<file path="config.mk">
export PLATFORM = sky130hd
export DESIGN_NAME = ram_arbiter
export DESIGN_NICKNAME = d
export VERILOG_FILES = /design/src/rtl/ram_arbiter.sv
export SDC_FILE = /design/constraint.sdc
export NUM_CORES = 1
export LEC_CHECK = 0
export ABC_AREA = 1
export CORE_MARGIN = 2
export CORE_UTILIZATION = 40
export CTS_BUF_LIST = sky130_fd_sc_hd__clkbuf_4 sky130_fd_sc_hd__clkbuf_8
export DETAILED_ROUTE_END_ITERATION = 12
export GPL_TIMING_DRIVEN = 1
export PLACE_DENSITY = 0.79
export SYNTH_ARGS = -nofsm -noshare
export SYNTH_HDL_FRONTEND = slang
export SYNTH_SLANG_ARGS = --single-unit
</file>
<file path="constraint.sdc">
create_clock -name Clock -period 2.9 [get_ports Clock]
set_clock_uncertainty 0.05 [all_clocks]
set_input_delay 0.58 -clock Clock [delete_from_list [all_inputs] [get_ports Clock]]
set_output_delay 0.58 -clock Clock [all_outputs]
set_load 0.005 [all_outputs]
</file>
<file path="src/rtl/ram_arbiter.sv">
// ram_arbiter (rev 1.0): shares one single-port RAM between the CPU and a loader port, one access at a time.
// Build option RAM_ARB_ROUNDROBIN_EN selects round-robin tie-break; default is fixed CPU priority.
`default_nettype none
module ram_arbiter #(
  parameter int ADDR_W = 9,
  parameter int DATA_W = 32,
  parameter int RD_LAT = 1
) (
  input  logic              Clock,
  input  logic              Reset,
  input  logic              cpu_req,
  input  logic              cpu_we,
  input  logic [ADDR_W-1:0] cpu_addr,
  input  logic [DATA_W-1:0] cpu_wdata,
  output logic              cpu_done,
  output logic [DATA_W-1:0] cpu_rdata,
  input  logic              ld_req,
  input  logic              ld_we,
  input  logic [ADDR_W-1:0] ld_addr,
  input  logic [DATA_W-1:0] ld_wdata,
  output logic              ld_done,
  output logic [DATA_W-1:0] ld_rdata,
  output logic              ram_en,
  output logic              ram_we,
  output logic [ADDR_W-1:0] ram_addr,
  output logic [DATA_W-1:0] ram_wdata,
  input  logic [DATA_W-1:0] ram_rdata,
  output logic              busy
);

  localparam int   CNT_W     = 3;
  localparam logic GRANT_CPU = 1'b0;
  localparam logic GRANT_LD  = 1'b1;

  typedef enum logic [1:0] {IDLE, ACCESS, WAIT, DONE} state_t;

  state_t              state;
  state_t              state_next;
  logic                owner;
  logic                we_q;
  logic [ADDR_W-1:0]   addr_q;
  logic [DATA_W-1:0]   wdata_q;
  logic [CNT_W-1:0]    cnt;
  logic                last_grant;
  logic [DATA_W-1:0]   cpu_rdata_q;
  logic [DATA_W-1:0]   ld_rdata_q;
  logic                pick_ld;
  logic                any_req;

  assign any_req = cpu_req | ld_req;

`ifdef RAM_ARB_ROUNDROBIN_EN
  // On a tie the loader wins only if the CPU took the previous completed access.
  assign pick_ld = ld_req & (~cpu_req | (last_grant == GRANT_CPU));
`else
  logic unused_last_grant;
  assign unused_last_grant = last_grant;
  assign pick_ld = ld_req & ~cpu_req;
`endif

  always_ff @(posedge Clock or negedge Reset) begin
    if (!Reset) begin
      state <= IDLE;
    end else begin
      state <= state_next;
    end
  end

  always_comb begin
    state_next = state;
    case (state)
      IDLE:    if (any_req) state_next = ACCESS;
      ACCESS:  state_next = we_q ? DONE : WAIT;
      WAIT:    if (cnt == CNT_W'(1)) state_next = DONE;
      DONE:    state_next = IDLE;
      default: state_next = IDLE;
    endcase
  end

  always_ff @(posedge Clock or negedge Reset) begin
    if (!Reset) begin
      owner       <= GRANT_CPU;
      we_q        <= 1'b0;
      addr_q      <= '0;
      wdata_q     <= '0;
      cnt         <= '0;
      last_grant  <= GRANT_LD;
      cpu_rdata_q <= '0;
      ld_rdata_q  <= '0;
    end else begin
      case (state)
        IDLE: begin
          if (any_req) begin
            owner   <= pick_ld ? GRANT_LD : GRANT_CPU;
            we_q    <= pick_ld ? ld_we : cpu_we;
            addr_q  <= pick_ld ? ld_addr : cpu_addr;
            wdata_q <= pick_ld ? ld_wdata : cpu_wdata;
          end
        end
        ACCESS: cnt <= CNT_W'(RD_LAT);
        WAIT: begin
          cnt <= cnt - CNT_W'(1);
          // Counter at 1 marks the cycle the RAM presents the read word.
          if (cnt == CNT_W'(1)) begin
            if (owner == GRANT_LD) ld_rdata_q <= ram_rdata;
            else                   cpu_rdata_q <= ram_rdata;
          end
        end
        DONE:    last_grant <= owner;
        default: ;
      endcase
    end
  end

  assign ram_en    = (state == ACCESS);
  assign ram_we    = ram_en & we_q;
  assign ram_addr  = addr_q;
  assign ram_wdata = wdata_q;
  assign cpu_done  = (state == DONE) & (owner == GRANT_CPU);
  assign ld_done   = (state == DONE) & (owner == GRANT_LD);
  assign cpu_rdata = cpu_rdata_q;
  assign ld_rdata  = ld_rdata_q;
  assign busy      = (state != IDLE);

endmodule
`default_nettype wire

</file>
==> parameters.txt <==
Parameter                              Value

Placed design
  Post-DP HPWL ... 9546 um
  Final RePlAce weighted congestion ... 0.7752
  Count of port buffers added during placement ... 229

Timing
  Setup-failing EPs final ... 0
  Max-slew violation count ... 0
  Final hold viol count ... 0
  RSZ-0062 raised after global routing ... false
  Fin crit period ... 2461 ps
  Achievable clock frequency ... about 400 MHz
  Final-layout setup total negative slack ... 0 ps
  Worst Max-Slew Pin Slew ... ~700 ps
  Headroom to the max-slew limit ... a little over half
  Final worst-path cycle share ... 84.85%

Layout
  Growth of design area from synthesis to finish ... 50.72%
  Proportion of layout cells with a drive suffix above 1 ... 9.047%
  Antenna cells ... 0
  Area occupied by registers ... 2803 um^2
  Area of the multi-input gates ... 1839 um^2
  Final-stage net count ... ~950
  Final-layout fill cell count ... 1096
  Util after Layout ... around three fifths

Run status
  Result of the run ... finished clean

Clocking
  Clock root cell ... sky130_fd_sc_hd__clkbuf_8
  Num Clock Sinks ... 112
  Hold-fix buffers at CTS ... 0
  Maximum clock insertion buffer count ... 2
  Post-CTS Setup Bufs ... 0
  Clk_lat worst skew ... 380 ps
  Clock tree from TritonCTS ... built
  Resized cells post-CTS ... 0
  TritonCTS Buffers ... 9
  Clock-pin transition on the worst setup and hold timing paths ... 110 ps
  Number of H-tree levels ... 3

Setup path
  Startpoint kind of the worst setup timing path ... flip-flop
  Cell occurring most often along the worst timing path ... sky130_fd_sc_hd__inv_1
  Arrival time of the worst setup path ... between 1500 and 2000 ps
  WP buf/inv ... 3
  Worst setup path class ... reg -> out
  Worst setup EP type ... primary output
  Kind of cell adding the most delay to the critical path ... buffers and inverters
  Worst EP required ... 2270 ps
  Standard cell with the maximum stage delay on the critical path ... sky130_fd_sc_hd__clkdlybuf4s50_1
  Worst stage delay on the critical path ... 550 ps
  Cells traversed along the worst timing path ... inv_1, ha_1, inv_1, clkdlybuf4s50_1
  Crit. Startpoint ... state[0]
  Max Fanout on Critical Path ... 5
  Origin of the critical flop-to-flop path ... state[0]

Route
  Detail Route Antenna Nets ... 0
  Number of vias per cell ... around 4.5
  WL/cell ... 12.90 um
  Routed Wire Length ... between 10000 and 15000 um
  DRC violation count after routing ... 0
  DRT iter0 DRCs ... 194
  Detailed Routing Iterations Pass 1 ... 5
  Via count of the routed design ... 4513

Floorplanning
  I/O pin count ... 230
  Vertical extent of the die ... 117.8 um
  Initial Util ... around two fifths
  Full die area ... 13880 um^2
  Floorplan die width ... approximately 120 um
  Core footprint ... 12620 um^2
  Standard-cell rows ... 41

Global route
  Met2 usage ... 30.60%
  Vias in the first global route ... between 4k and 5k
  Met1 demand-to-capacity share in global routing ... 23.92%
  Wire length of the first global-routing pass ... 21710 um
  Maximum number of pins on one net before global-route repair ... 65
  Fraction of met3 tracks used by global routing ... 7.025%
  Antenna violations before repair ... 0
  Layer with the highest usage after global routing ... met2
  Global router's overall resource usage ... 19.39%
  Global-route congestion overflow total ... 0

Synthesis
  Count of synthesis-stage warnings from yosys ... 0
  Fraction of registers with async set or reset after synthesis ... 100.0%
  Post-synthesis cell count ... 606
  Synthesized Nets ... around 730
  Netlist cell types ... 21
  EDFF count, synth ... 0
  Average footprint of a synthesized cell ... 8.552 um^2
  Biggest area consumer among synthesized cells ... sky130_fd_sc_hd__dfrtp_1
  Leading post-synthesis cells by cell area ... sky130_fd_sc_hd__dfrtp_1 54%, sky130_fd_sc_hd__nand2_1 15%, sky130_fd_sc_hd__o21ai_2 7.6%, sky130_fd_sc_hd__inv_1 6.2%, sky130_fd_sc_hd__o21ai_1 5.7%
  Sequential cell area fraction in the yosys report ... 54.08%
  Seq cells post-synth ... 112
  Prevailing post-synth register cell ... sky130_fd_sc_hd__dfrtp_1
  Top-area cell type share of the netlist area ... a little over half
  Mapped Area ... just over 5000 um^2
  Synth top cells by count ... 204 x sky130_fd_sc_hd__nand2_1, 112 x sky130_fd_sc_hd__dfrtp_1, 86 x sky130_fd_sc_hd__inv_1, 59 x sky130_fd_sc_hd__o21ai_1, 48 x sky130_fd_sc_hd__nor2_1
  Most numerous cell in the Yosys netlist ... sky130_fd_sc_hd__nand2_1

Pwr
  Worst ir drop on vdd ... around 0.40 mV
  Leakage ... 3.793 nW
  P per Cell Area ... 959.8 nW/um^2

Job
  Count of max-cap constraint violations ... 0

Hold path
  Worst min-delay path class ... in -> async
[sequential cells by signal, summed over array words and instances (netlist names)]
signal and cells:
cnt 3, ld_rdata 32, state 2, owner 1, ram_addr 9, we_q 1
cpu_rdata 32, ram_wdata 32
[cell type report]
cell class / count / area share, %
clock inverter: 6 / 1.249
multi-input combinational: 378 / 23.55
inverter: 87 / 4.181
sequential: 112 / 35.88
tap: 172 / 2.755
timing repair buffer: 236 / 30.63
clock buffer: 10 / 1.762
[kinds of logic after synthesis]
kind of cell / count (synthesis) / synth area share [%]
AO/OA/AOI/OAI: 112 / 14.08
buffers and inverters: 116 / 10.48
adder cells (fa/ha/maj): 7 / 1.690
AND/OR/NAND/NOR: 259 / 19.68
flip-flops: 112 / 54.08
[final timing paths]
check | endpoint | slack (ps) | cells past startpoint
min in group Clock | ld_rdata[24] | 440 | 2
worst min-delay path | ld_rdata[24] | 70 | 1
worst max register to register | cpu_rdata[5] | 980 | 6
worst max-delay path | busy | 440 | 4
max in group asynchronous | cpu_rdata[31] | 1920 | 2
worst min register to register | ld_rdata[24] | 440 | 2
[metrics by stage]
step	hold slack (ps)	total power, mW	worst slack [ps]	area, um^2	std cells
2_1_floorplan	234.4	4.436	1397	5182	606
3_3_place_gp	412.3	6.397	796.2	7576	985
3_5_place_dp	417.0	6.488	729.9	7576	985
4_1_cts	60.73	7.601	401.3	7811	1001
5_1_grt	79.02	8.085	300.8	7811	1001
6_report	71.84	7.497	439.2	7811	1001
[layout by cell type, fill, tap and decap left out, drive strengths merged]
cell and n:
nand3b 1, nand4 1, nand3 2, clkdlybuf4s50 228, clkbuf 10, nand2 205
nor2 49, dfrtp 112, a21oi 2, o21ai 110, inv 91, nor3 1
buf 8, ha 7, bufinv 2
[layer usage]
metal	share of wire (%)	up-vias	routed length, um
met4	2.2	0	284
met3	9.4	19	1219
met5	0	-	0
li1	-	2275	-
met1	43	2039	5515
met2	46	180	5890
[power breakdown]
part           internal [mW]  switching (mW)
sequential              2.35           0.435
clock                  0.526           0.562
combinational           2.07            1.56
total                   4.94            2.56
Power figures use the tool's default switching activity.
